## src/rtl/pipe_pkg.sv

```systemverilog
// ---------------------------------------------------------------------------
// pipe_pkg
// Shared constants for the pipeline stage registers of the core datapath.
//   XLEN          - native lane width of the datapath
//   *_LANES       - number of lanes carried by each named stage register
//   lane_lsb(k,w) - bit offset of lane k inside a packed bundle of w-bit lanes
// ---------------------------------------------------------------------------
package pipe_pkg;

    localparam int XLEN        = 32;
    localparam int IFID_LANES  = 2;
    localparam int IDEX_LANES  = 3;
    localparam int EXMEM_LANES = 2;
    localparam int MEMWB_LANES = 2;

    // Lane k of a bundle occupies bits [k*w +: w].
    function automatic int lane_lsb(input int k, input int w);
        return k * w;
    endfunction

endpackage

```

## src/rtl/pipe_skid_reg_if.sv

```systemverilog
// ---------------------------------------------------------------------------
// pipe_skid_reg_if
// Valid/ready handshake bundle around one pipeline stage register.
//   in_valid  / in_data  / in_ready   - upstream side of the stage
//   out_valid / out_data / out_ready  - downstream side of the stage
// Modports:
//   master - the surrounding pipeline (drives in_*, out_ready)
//   slave  - the stage register itself (drives in_ready, out_*)
// ---------------------------------------------------------------------------
interface pipe_skid_reg_if
    import pipe_pkg::*;
#(
    parameter int W     = XLEN,
    parameter int LANES = IFID_LANES
);

    logic               in_valid;
    logic [LANES*W-1:0] in_data;
    logic               in_ready;
    logic               out_valid;
    logic [LANES*W-1:0] out_data;
    logic               out_ready;

    modport master (
        output in_valid,
        output in_data,
        output out_ready,
        input  in_ready,
        input  out_valid,
        input  out_data
    );

    modport slave (
        input  in_valid,
        input  in_data,
        input  out_ready,
        output in_ready,
        output out_valid,
        output out_data
    );

endinterface

```

## src/rtl/pipe_skid_reg_slot.sv

```systemverilog
// ---------------------------------------------------------------------------
// pipe_slot
// One storage slot of the stage register: a data flop plus its valid flag.
//   clk, rst  - clock, asynchronous active-high reset
//   clear     - synchronous clear: valid and data go to zero
//   load      - capture loadData and mark the slot valid
//   drop      - mark the slot empty, data keeps its last value
//   loadData  - value captured on load
//   valid     - slot holds a live bundle
//   data      - slot contents
// Priority: rst > clear > load > drop.
// ---------------------------------------------------------------------------
module pipe_slot #(
    parameter int WIDTH = 32
) (
    input  logic             clk,
    input  logic             rst,
    input  logic             clear,
    input  logic             load,
    input  logic             drop,
    input  logic [WIDTH-1:0] loadData,
    output logic             valid,
    output logic [WIDTH-1:0] data
);

    // Data only changes on reset, clear or load; a drop just retires the
    // valid flag so the last bundle stays visible on the data lines.
    always_ff @(posedge clk or posedge rst) begin
        if (rst) begin
            valid <= 1'b0;
            data  <= '0;
        end else if (clear) begin
            valid <= 1'b0;
            data  <= '0;
        end else if (load) begin
            valid <= 1'b1;
            data  <= loadData;
        end else if (drop) begin
            valid <= 1'b0;
        end
    end

endmodule

```

## src/rtl/pipe_skid_reg.sv

```systemverilog
// ---------------------------------------------------------------------------
// pipe_skid_reg
// Pipeline stage register with valid/ready handshake and a 2-entry skid
// buffer. LANES opaque lanes of W bits travel together as one bundle.
//   clk    - clock, all updates on the rising edge
//   rst    - asynchronous active-high reset, empties both slots
//   flush  - synchronous clear of both slots; a same-cycle input is dropped
//   bus    - slave side of pipe_skid_reg_if:
//              in_valid/in_data/in_ready    upstream handshake
//              out_valid/out_data/out_ready downstream handshake
// in_ready comes straight from a flop, so back-pressure never forms a
// combinational path from out_ready back to the upstream stage.
// ---------------------------------------------------------------------------
module pipe_skid_reg
    import pipe_pkg::*;
#(
    parameter int W     = XLEN,
    parameter int LANES = IFID_LANES
) (
    input  logic             clk,
    input  logic             rst,
    input  logic             flush,
    pipe_skid_reg_if.slave   bus
);

    localparam int BW = LANES * W;

    logic          mainValid;
    logic [BW-1:0] mainData;
    logic          skidValid;
    logic [BW-1:0] skidData;
    logic          inReadyQ;

    logic          inFire;
    logic          outFire;
    logic          mainFree;

    logic          mainLoad;
    logic          mainDrop;
    logic [BW-1:0] mainSrc;
    logic          skidLoad;
    logic          skidDrop;
    logic          skidValidNext;

    assign inFire   = bus.in_valid & inReadyQ;
    assign outFire  = mainValid & bus.out_ready;
    assign mainFree = ~mainValid | outFire;

    // Slot steering. When the main slot frees up, the skid entry (if any)
    // moves forward first to keep FIFO order; otherwise a new bundle goes
    // straight to main. A held main slot pushes new arrivals into skid.
    // With skid occupied in_ready is low, so inFire cannot coincide with the
    // skid-to-main move and skid simply empties.
    always_comb begin
        mainLoad = 1'b0;
        mainDrop = 1'b0;
        mainSrc  = bus.in_data;
        skidLoad = 1'b0;
        skidDrop = 1'b0;
        if (mainFree) begin
            if (skidValid) begin
                mainLoad = 1'b1;
                mainSrc  = skidData;
                skidDrop = 1'b1;
            end else if (inFire) begin
                mainLoad = 1'b1;
            end else begin
                mainDrop = 1'b1;
            end
        end else if (inFire) begin
            skidLoad = 1'b1;
        end
    end

    // Next value of the skid flag, used to precompute in_ready so that the
    // port can be driven by a dedicated flop.
    always_comb begin
        skidValidNext = skidValid;
        if (skidLoad) begin
            skidValidNext = 1'b1;
        end else if (skidDrop) begin
            skidValidNext = 1'b0;
        end
    end

    // in_ready mirrors ~skid_valid one-for-one; reset and flush both leave
    // the skid empty, so the stage is ready right away in both cases.
    always_ff @(posedge clk or posedge rst) begin
        if (rst) begin
            inReadyQ <= 1'b1;
        end else if (flush) begin
            inReadyQ <= 1'b1;
        end else begin
            inReadyQ <= ~skidValidNext;
        end
    end

    pipe_slot #(.WIDTH(BW)) u_main (
        .clk      (clk),
        .rst      (rst),
        .clear    (flush),
        .load     (mainLoad),
        .drop     (mainDrop),
        .loadData (mainSrc),
        .valid    (mainValid),
        .data     (mainData)
    );

    pipe_slot #(.WIDTH(BW)) u_skid (
        .clk      (clk),
        .rst      (rst),
        .clear    (flush),
        .load     (skidLoad),
        .drop     (skidDrop),
        .loadData (bus.in_data),
        .valid    (skidValid),
        .data     (skidData)
    );

    assign bus.in_ready  = inReadyQ;
    assign bus.out_valid = mainValid;
    assign bus.out_data  = mainData;

endmodule

```

## src/flat_wrapper.sv

```systemverilog
// flat-port wrapper written by rule: the top's interface ports become plain ports
module pipe_skid_reg_flat import pipe_pkg::*;
#(
    parameter int W     = XLEN,
    parameter int LANES = IFID_LANES
)
  (clk, rst, flush, bus_in_valid, bus_in_data, bus_out_ready, bus_in_ready, bus_out_valid, bus_out_data);
  pipe_skid_reg_if #(.W(W), .LANES(LANES)) bus_i ();
  input  logic clk;
  input  logic rst;
  input  logic flush;
  input wire logic [$bits(bus_i.in_valid)-1:0] bus_in_valid;
  input wire logic [$bits(bus_i.in_data)-1:0] bus_in_data;
  input wire logic [$bits(bus_i.out_ready)-1:0] bus_out_ready;
  output wire logic [$bits(bus_i.in_ready)-1:0] bus_in_ready;
  output wire logic [$bits(bus_i.out_valid)-1:0] bus_out_valid;
  output wire logic [$bits(bus_i.out_data)-1:0] bus_out_data;
  assign bus_i.in_valid = bus_in_valid;
  assign bus_i.in_data = bus_in_data;
  assign bus_i.out_ready = bus_out_ready;
  assign bus_in_ready = bus_i.in_ready;
  assign bus_out_valid = bus_i.out_valid;
  assign bus_out_data = bus_i.out_data;
  pipe_skid_reg #(.W(W), .LANES(LANES)) u_core (.clk(clk), .rst(rst), .flush(flush), .bus(bus_i));
endmodule
```

## config.mk

```make
export PLATFORM = sky130hd
export DESIGN_NAME = pipe_skid_reg_flat
export DESIGN_NICKNAME = d
export VERILOG_FILES = /design/src/rtl/pipe_pkg.sv /design/src/rtl/pipe_skid_reg_if.sv /design/src/rtl/pipe_skid_reg_slot.sv /design/src/rtl/pipe_skid_reg.sv /design/src/flat_wrapper.sv
export SDC_FILE = /design/constraint.sdc
export NUM_CORES = 1
export LEC_CHECK = 0
export ABC_AREA = 1
export BUFFER_PORTS_ARGS = -buffer_cell sky130_fd_sc_hd__buf_2
export CAP_MARGIN = 20
export CORE_AREA = 2 2 84 147
export DETAILED_ROUTE_END_ITERATION = 10
export DIE_AREA = 0 0 86 149
export PLACE_DENSITY_LB_ADDON = 0.3
export RECOVER_POWER = 25
export REMOVE_ABC_BUFFERS = 1
export SYNTH_ARGS = -nofsm -noshare
export SYNTH_HDL_FRONTEND = slang
export SYNTH_HIERARCHICAL = 1
export SYNTH_SLANG_ARGS = --single-unit
export TNS_END_PERCENT = 10
```

## constraint.sdc

```tcl
create_clock -name clk -period 2 [get_ports clk]
set_input_delay 0.1 -clock clk [delete_from_list [all_inputs] [get_ports clk]]
set_output_delay 0.1 -clock clk [all_outputs]
set_load 0.03 [all_outputs]
```

==> metrics.md, run 1 <==
| Metric | Value |
|---|---|
| I/O pin count | `135` |
| Chip height | `~150 um` |
| Sum of internal, switching and leakage power | `approximately 0.007 W` |
| Final Net Count | `1,042` |
| Instance area after placement | `about 7000 sq um` |
| Worst voltage drop across the vdd grid | `a little over 0.6 mV` |
| Die Footprint | `about 13,000 sq um` |
| Later-pin clock latency in the skew report | `410 ps` |
| Core region area | `approximately 12,000 sq um` |
| Portion of the clock cycle consumed by the worst path in the final layout | `0.921` |
| Clock tree from TritonCTS | `yes` |
| Top cells by area, synth | `sky130_fd_sc_hd__dfrtp_1 52%, sky130_fd_sc_hd__nand2_1 24%, sky130_fd_sc_hd__nand3_1 15%` |
| Final HPWL from detailed placement | `between 9 and 10 mm` |
| Critical path cell sequence | `nand2_1, nor2_4, buf_4, nand3_1, nand2_1` |
| Critical Setup Path Class | `flip-flop to flip-flop` |
| Aggregate global routing overflow | `0` |
| Share of the yosys chip area belonging to registers | `0.524` |
| Number of design rule violations left after detail routing | `0` |
| Leak Pwr | `~4.7 nW` |
| Number of warnings printed during yosys synthesis | `6` |
| Number of standard cells after synthesis | `796` |
| Delay of the slowest cell on the worst path | `600 ps` |
| Iter 0 DRT Violations | `475` |
| Worst min-delay path startpoint | `bus_in_valid` |
| Fraction of final layout cells with drive strength greater than 1 | `0.192` |
| Min setup slack post-route | `between 150 and 200 ps` |
| Worst rel slew slack | `0.337` |
| Mean routed wirelength per cell | `~15 um` |
| Filler-free cell count of the finished design | `roughly 1.1k` |
| Leading area contributor after synthesis | `sky130_fd_sc_hd__dfrtp_1` |
| Average size of a mapped cell | `about 7.9 sq um` |
| IO Port Bufs | `approximately 130` |
| Origin of the critical flop-to-flop path | `u_core/bus.in_ready$_DFF_PP1_` |
| Timing-limited maximum frequency | `about 540 MHz` |
| Number of instances in the placed design | `1,024` |
| Critical-path cell with the highest stage delay | `sky130_fd_sc_hd__buf_4` |
| CP Data Required Time | `~2300 ps` |
| Worst-case clock buffer depth | `2` |
| Num rows | `53` |
| Largest fanout of any net on the critical path | `65` |
| Fin Clk Skew | `6.46 ps` |
| Via count of the first global-routing pass | `approximately 6.0k` |
| Area share of the largest cell type after synthesis | `0.520` |
| Power per cell area | `866 nW/um^2` |
| Most numerous cell on the critical path | `sky130_fd_sc_hd__nand2_1` |
| Antenna violations before repair | `0` |
| Final ANT Viol Nets | `0` |
| Register bit count reported by yosys | `roughly 130` |
| Setup slack, reg-to-reg | `~160 ps` |
| Initial Util | `0.533` |
| Clock net sink count | `131` |
| Antenna diodes | `0` |
| Vias/cell | `5.40` |
| Number of buffers created by CTS | `17` |
| Setup repair after global routing missed its margin | `no` |
| Element type at the critical path end | `flip-flop` |
| Arrival time at the worst endpoint | `2190 ps` |
| Level count of the clock H-tree | `4` |
| Largest net degree at the start of global routing | `66` |
| Clock-pin slew of the registers on the worst-case setup and hold paths | `~50 ps` |
| Capturing point of the worst reg2reg path | `u_core/u_skid/data[29]$_DFFE_PP0P_` |
| Worst slew pin tran | `around 1000 ps` |
| Number of violations of the max-capacitance limit | `0` |
| Via count | `between 6k and 7k` |
| Minimum clock period | `approximately 1800 ps` |
| Count of final max-slew check failures | `0` |
| Library cells used by synthesis | `14` |
| Final standard cell area without fillers | `approximately 8100 sq um` |
| Worst hold path class | `input pin to flip-flop` |
| Run status | `complete, no violations` |
| Routability-driven placement congestion ratio | `about 0.83` |
| Total setup violations reported at the end of the flow | `0` |
| Endpoints failing hold | `0` |
| Die X-Extent | `86 um` |
| Post-synthesis cell area | `between 6000 and 7000 sq um` |
| Buffer cell driving the clock tree root | `sky130_fd_sc_hd__clkbuf_16` |
| Pre-CTS worst setup slack | `59.0 ps` |
| Area added between synthesis and finish | `28.7%` |
| All-layer global routing usage | `0.277` |
| Worst R2R Path Depth | `5` |
| Destination of the worst hold path | `u_core/bus.in_ready$_DFF_PP1_` |
| Post-cts gate resize count | `0` |
| Fill cells | `949` |
| Global-route wire length before repair | `roughly 28 mm` |
| Routed WL | `about 17 mm` |
| Total iterations of the first detailed-routing run | `6` |
| Instance count along the most critical hold path | `4` |
| Startpoint type of the worst setup path | `flip-flop` |
## registers in the layout (all words and copies together), names as in the netlist
register,count
u_core/u_main/valid,1
u_core/u_skid/valid,1
u_core/bus.in_ready,1
u_core/u_main/data,64
u_core/u_skid/data,64
## power breakdown
part | internal (W) | total, W | switching, W
combinational | 0.000367 | 0.00115 | 0.000780
clock | 0.00188 | 0.00294 | 0.00107
sequential | 0.00280 | 0.00288 | 0.0000821
total | 0.00504 | 0.00697 | 0.00193
## worst max-delay path, delay by kind of cell, from the launching register on
family	cells	cell delay, ps
and+or+nand+nor	4	590
buffers and inverters	1	600
DFF	1	520
## kinds of logic (layout without fill, tap and decap cells)
| logic type | after synthesis | after routing | share of synthesized area |
|---|---|---|---|
| and+or+nand+nor | 594 | 596 | 0.398 |
| buffers and inverters | 70 | 256 | 0.0770 |
| AOI/OAI and AO/OA | 1 | 1 | 0.000800 |
| DFF | 131 | 131 | 0.524 |
## repair_timing
item                                    4_1_cts  5_1_grt
hold endpoints to repair                    144        0
endpoints found under the setup margin        0       50
setup buffers                                 0        0
hold buffers                                 65        0
## per-layer routing
layer | routed length, um | global-route usage | vias to the layer above | share of wire
li1 | - | - | 2892 | -
met1 | 6380 | 0.315 | 2819 | 0.37
met2 | 9150 | 0.491 | 289 | 0.53
met3 | 1130 | 0.0515 | 57 | 0.065
met4 | 684 | 0.138 | 0 | 0.039
met5 | 0 | 0 | - | 0
## cell usage after synthesis
cell and count:
sky130_fd_sc_hd__buf_4 18, sky130_fd_sc_hd__buf_6 16, sky130_fd_sc_hd__buf_2 25, sky130_fd_sc_hd__a21oi_1 1, sky130_fd_sc_hd__nor2_1 4, sky130_fd_sc_hd__nand2_1 395
sky130_fd_sc_hd__clkbuf_1 2, sky130_fd_sc_hd__dfrtp_1 130, sky130_fd_sc_hd__nand2_2 1, sky130_fd_sc_hd__inv_1 8, sky130_fd_sc_hd__dfstp_2 1, sky130_fd_sc_hd__inv_2 1
sky130_fd_sc_hd__nand3_1 192, sky130_fd_sc_hd__nor2_4 2
## cell usage in the layout (no fill, tap or decap), drive strengths merged
cell	n
buf	148
nand3	192
dfstp	1
bufinv	2
clkbuf	28
a21oi	1
clkinv	5
nor2	8
dfrtp	130
nand2	396
inv	8
dlygate4sd3	65
## layout make-up
class / count / area (sq um) / share of cell area
Clock buffer: 24 / 472 / 0.0586
Clock inverter: 6 / 80.1 / 0.00995
Inverter: 9 / 33.8 / 0.00420
Multi-Input combinational cell: 597 / 2510 / 0.312
Sequential cell: 131 / 3280 / 0.408
Tap cell: 137 / 171 / 0.0213
Timing Repair Buffer: 217 / 1500 / 0.186
## worst max-delay path by stage
stage | startpoint | cells after the start | endpoint | slack [ps]
2_1_floorplan | u_core/u_main/valid$_DFFE_PP0P_ | 5 | u_core/u_skid/data[0]$_DFFE_PP0P_ | -2400
3_3_place_gp | u_core/u_main/valid$_DFFE_PP0P_ | 8 | u_core/u_main/data[40]$_DFFE_PP0P_ | 110
3_5_place_dp | u_core/u_main/valid$_DFFE_PP0P_ | 6 | u_core/u_skid/data[22]$_DFFE_PP0P_ | 60
4_1_cts | u_core/u_main/valid$_DFFE_PP0P_ | 6 | u_core/u_skid/data[22]$_DFFE_PP0P_ | 40
5_1_grt | u_core/u_main/valid$_DFFE_PP0P_ | 8 | u_core/u_main/data[9]$_DFFE_PP0P_ | 20
6_report | u_core/bus.in_ready$_DFF_PP1_ | 5 | u_core/u_skid/data[29]$_DFFE_PP0P_ | 160
## through the flow
stage               utilization  hold WS [ps]  TNS, ps
global placement          0.583           127        0
finish                    0.686          73.7        0
global route              0.686          98.8        0
floorplan                     -         -10.3  -240600
CTS                       0.686          65.5        0
detailed placement        0.583           134        0
No activity file was read; power rests on OpenSTA's default activity.
==> run 2, diff against run 1 <==
- CAP_MARGIN: 20 -> 30
- CTS_BUF_LIST: not set -> sky130_fd_sc_hd__clkbuf_16
==> run 2 against run 1 <==
Against the previous run: clock skew decreased by 0.92 ps; critical path type unchanged; die area unchanged; global-route usage increased by 0.20 points; flip-flop and latch count unchanged; register-to-register slack got worse by 40 ps; utilization decreased by 0.17 points; sequential share of layout area increased by 0.10 points; critical path depth increased by 1; sequential power about the same; routed wire length decreased by 1.3%.
==> metrics.md, run 2 (same netlist as run 1, synthesis figures left out) <==
| Metric | Value |
|---|---|
| Run status | `complete, no violations` |
| Num rows | `53 (unchanged)` |
| Core region area | `11,700 sq um (unchanged)` |
| Number of design rule violations left after detail routing | `0 (unchanged)` |
| Routed WL | `17.1 mm (-1.3%)` |
| Count of final max-slew check failures | `0 (unchanged)` |
| Setup slack, reg-to-reg | `120 ps (-40 ps)` |
| Clock net sink count | `131 (unchanged)` |
| Startpoint type of the worst setup path | `flip-flop` |
| CP Data Required Time | `2340 ps (about the same)` |
| Arrival time at the worst endpoint | `2230 ps (+40 ps)` |
| Fraction of final layout cells with drive strength greater than 1 | `0.189 (-0.00286)` |
| Share of total power in sequential cells | `0.419 (+0.006)` |
| Initial Util | `0.533 (unchanged)` |
| All-layer global routing usage | `0.279 (+0.00201)` |
| Largest fanout of any net on the critical path | `44 (-32%)` |
| Iter 0 DRT Violations | `451 (-5.1%)` |
| Worst-case clock buffer depth | `2 (unchanged)` |
| Via count of the first global-routing pass | `6,015 (-0.017%)` |
| Setup_tns | `0 ps (unchanged)` |
| Worst hold path class | `input pin to flip-flop` |
| Endpoints failing hold | `0 (unchanged)` |
| Most common library cell in the layout ignoring fill and taps | `sky130_fd_sc_hd__nand2_1` |
| Net Switching | `0.00193 W (about the same)` |
| Final Net Count | `1,041 (-0.096%)` |
| Fin Clk Skew | `5.55 ps (-0.918 ps)` |
| Worst R2R Path Depth | `6 (+1)` |
| Level count of the clock H-tree | `4 (unchanged)` |
| Delay of the slowest cell on the worst path | `750 ps (+150 ps)` |
| Buffer cell driving the clock tree root | `sky130_fd_sc_hd__clkbuf_16` |
| Final ANT Viol Nets | `0 (unchanged)` |
| Area added between synthesis and finish | `28.4%` |
| Global-route wire length before repair | `28.4 mm (+0.41%)` |
| Critical Path Start | `u_core/u_main/valid$_DFFE_PP0P_` |
| Antenna violations before repair | `0 (unchanged)` |
| Via count | `5,984 (-1.2%)` |
| Switching portion of total power | `0.281 (+0.00424)` |
| Worst rel slew slack | `0.329 (-0.00776)` |
| Portion of the clock cycle consumed by the worst path in the final layout | `0.942 (+0.0209)` |
| Critical path cell sequence | `nand2_2, nor2_4, nor2_4, buf_6, nand2_1, nand2_1` |
| Die Footprint | `12,800 sq um (unchanged)` |
| Vias/cell | `5.34 (-1.1%)` |
| Minimum clock period | `1880 ps (+41.8 ps)` |
| Area used by multi-input combinational logic | `2510 sq um (-0.25%)` |
| Number of violations of the max-capacitance limit | `0 (unchanged)` |
| Final HPWL from detailed placement | `9.78 mm (unchanged)` |
| Count of buffers added by post-CTS timing repair for setup | `0 (unchanged)` |
| Total iterations of the first detailed-routing run | `6 (unchanged)` |
| Timing-limited maximum frequency | `531 MHz (-2.2%)` |
| Registers with the highest flip-flop counts | `u_core/u_main/data x64, u_core/u_skid/data x64` |
| Chip height | `149 um (unchanged)` |
| Clock tree from TritonCTS | `yes` |
| Later-pin clock latency in the skew report | `410 ps (about the same)` |
| Element type at the critical path end | `flip-flop` |
| Routability-driven placement congestion ratio | `0.827 (unchanged)` |
| Combined flip-flop and latch cell area | `3280 sq um (unchanged)` |
| Fill cells | `945 (-0.42%)` |
| Aggregate global routing overflow | `0 (unchanged)` |
| Largest net degree at the start of global routing | `66 (unchanged)` |
| Worst slew pin tran | `1000 ps (+10.3 ps)` |
| Leak Pwr | `4.70 nW (+0.17%)` |
| Highest-count cells in the layout ignoring fill and taps | `394 x sky130_fd_sc_hd__nand2_1, 192 x sky130_fd_sc_hd__nand3_1, 133 x sky130_fd_sc_hd__buf_2` |
| Setup repair after global routing missed its margin | `no` |
| Combinational cell fraction of total power | `0.166 (about the same)` |
| Clock-pin slew of the registers on the worst-case setup and hold paths | `60 ps (about the same)` |
| Origin of the critical flop-to-flop path | `u_core/u_main/valid$_DFFE_PP0P_` |
| Worst hold slack | `76.5 ps (+2.81 ps)` |
| Number of buffers created by CTS | `17 (unchanged)` |
| IO Port Bufs | `134 (unchanged)` |
| Antenna diodes | `0 (unchanged)` |
| I/O pin count | `135 (unchanged)` |
| Mean routed wirelength per cell | `15.3 um (-1.2%)` |
| Die X-Extent | `86 um (unchanged)` |
| Worst min-delay path startpoint | `bus_in_valid` |
| Instance count along the most critical hold path | `4 (unchanged)` |
| Critical-path cell with the highest stage delay | `sky130_fd_sc_hd__nor2_4` |
| Critical Setup Path Class | `flip-flop to flip-flop` |
| Total setup violations reported at the end of the flow | `0 (unchanged)` |
| Worst voltage drop across the vdd grid | `0.616 mV (-0.98%)` |
| Power per cell area | `856 nW/um^2 (-1.2%)` |
| Internal portion of total power | `0.00494 W (-2.0%)` |
| Clk pwr share | `0.414 (-0.008)` |
-- run 2: changes by cell type in the layout (fill, tap and decap cells not counted), sizes merged --
| cell | change |
|---|---|
| clkbuf | -8 |
| clkinv | +2 |
| nor2 | -1 |
| buf | +1 |
| inv | +5 |
-- run 2: final timing paths --
path                                                       to
setup / recovery           u_core/u_skid/data[29]$_DFFE_PP0P_
setup reg to reg           u_core/u_skid/data[29]$_DFFE_PP0P_
max in group asynchronous  u_core/u_main/data[55]$_DFFE_PP0P_
min in group asynchronous       u_core/bus.in_ready$_DFF_PP1_
hold reg to reg             u_core/u_main/data[7]$_DFFE_PP0P_
hold / removal                  u_core/bus.in_ready$_DFF_PP1_
-- run 2: cell type report --
type,count,area share
Timing Repair Buffer,217,0.187
Clock inverter,13,0.0132
Inverter,9,0.00421
Clock buffer,17,0.0530
Multi-Input combinational cell,596,0.312
Tap cell,137,0.0213
Sequential cell,131,0.409
-- run 2: layer usage --
layer	vias to the layer above	share of wire	track usage
met2	253	0.53	0.491
met4	0	0.033	0.140
met5	-	0	0
met3	45	0.059	0.0515
met1	2802	0.37	0.320
li1	2884	-	-
-- run 2: critical path: cells and delay by family, from the launching register on --
| family | cells | cell delay [ps] |
|---|---|---|
| buffers and inverters | 1 | 300 |
| AND/OR/NAND/NOR | 5 | 1070 |
| flip-flops | 1 | 410 |
-- run 2: stage by stage --
step           area [sq um]  power [W]  worst slack [ps]   util  cells
6_report               8030    0.00687               116  0.684   1120
5_1_grt                8030    0.00715              2.40  0.684   1120
4_1_cts                8030    0.00690              36.4  0.684   1119
3_5_place_dp           6840    0.00396              59.0  0.583   1024
3_3_place_gp           6840    0.00394               110  0.583   1024
2_1_floorplan          5810    0.00354             -2400      -    735
-- run 2: timing repair --
item                                   in CTS  in global routing
endpoints found under the hold margin     144                  0
hold buffers                               65                  0
setup endpoints to repair                   0                 50
gates resized for setup                     0                  1
-- run 2: power groups by stage --
stage,combinational (W),sequential [W],clock [W]
after detailed placement,0.00103,0.00292,0
after global placement,0.00102,0.00292,0
final,0.00114,0.00288,0.00285
after CTS,0.00113,0.00288,0.00289
after global routing,0.00125,0.00290,0.00300
after floorplan,0.000395,0.00315,0
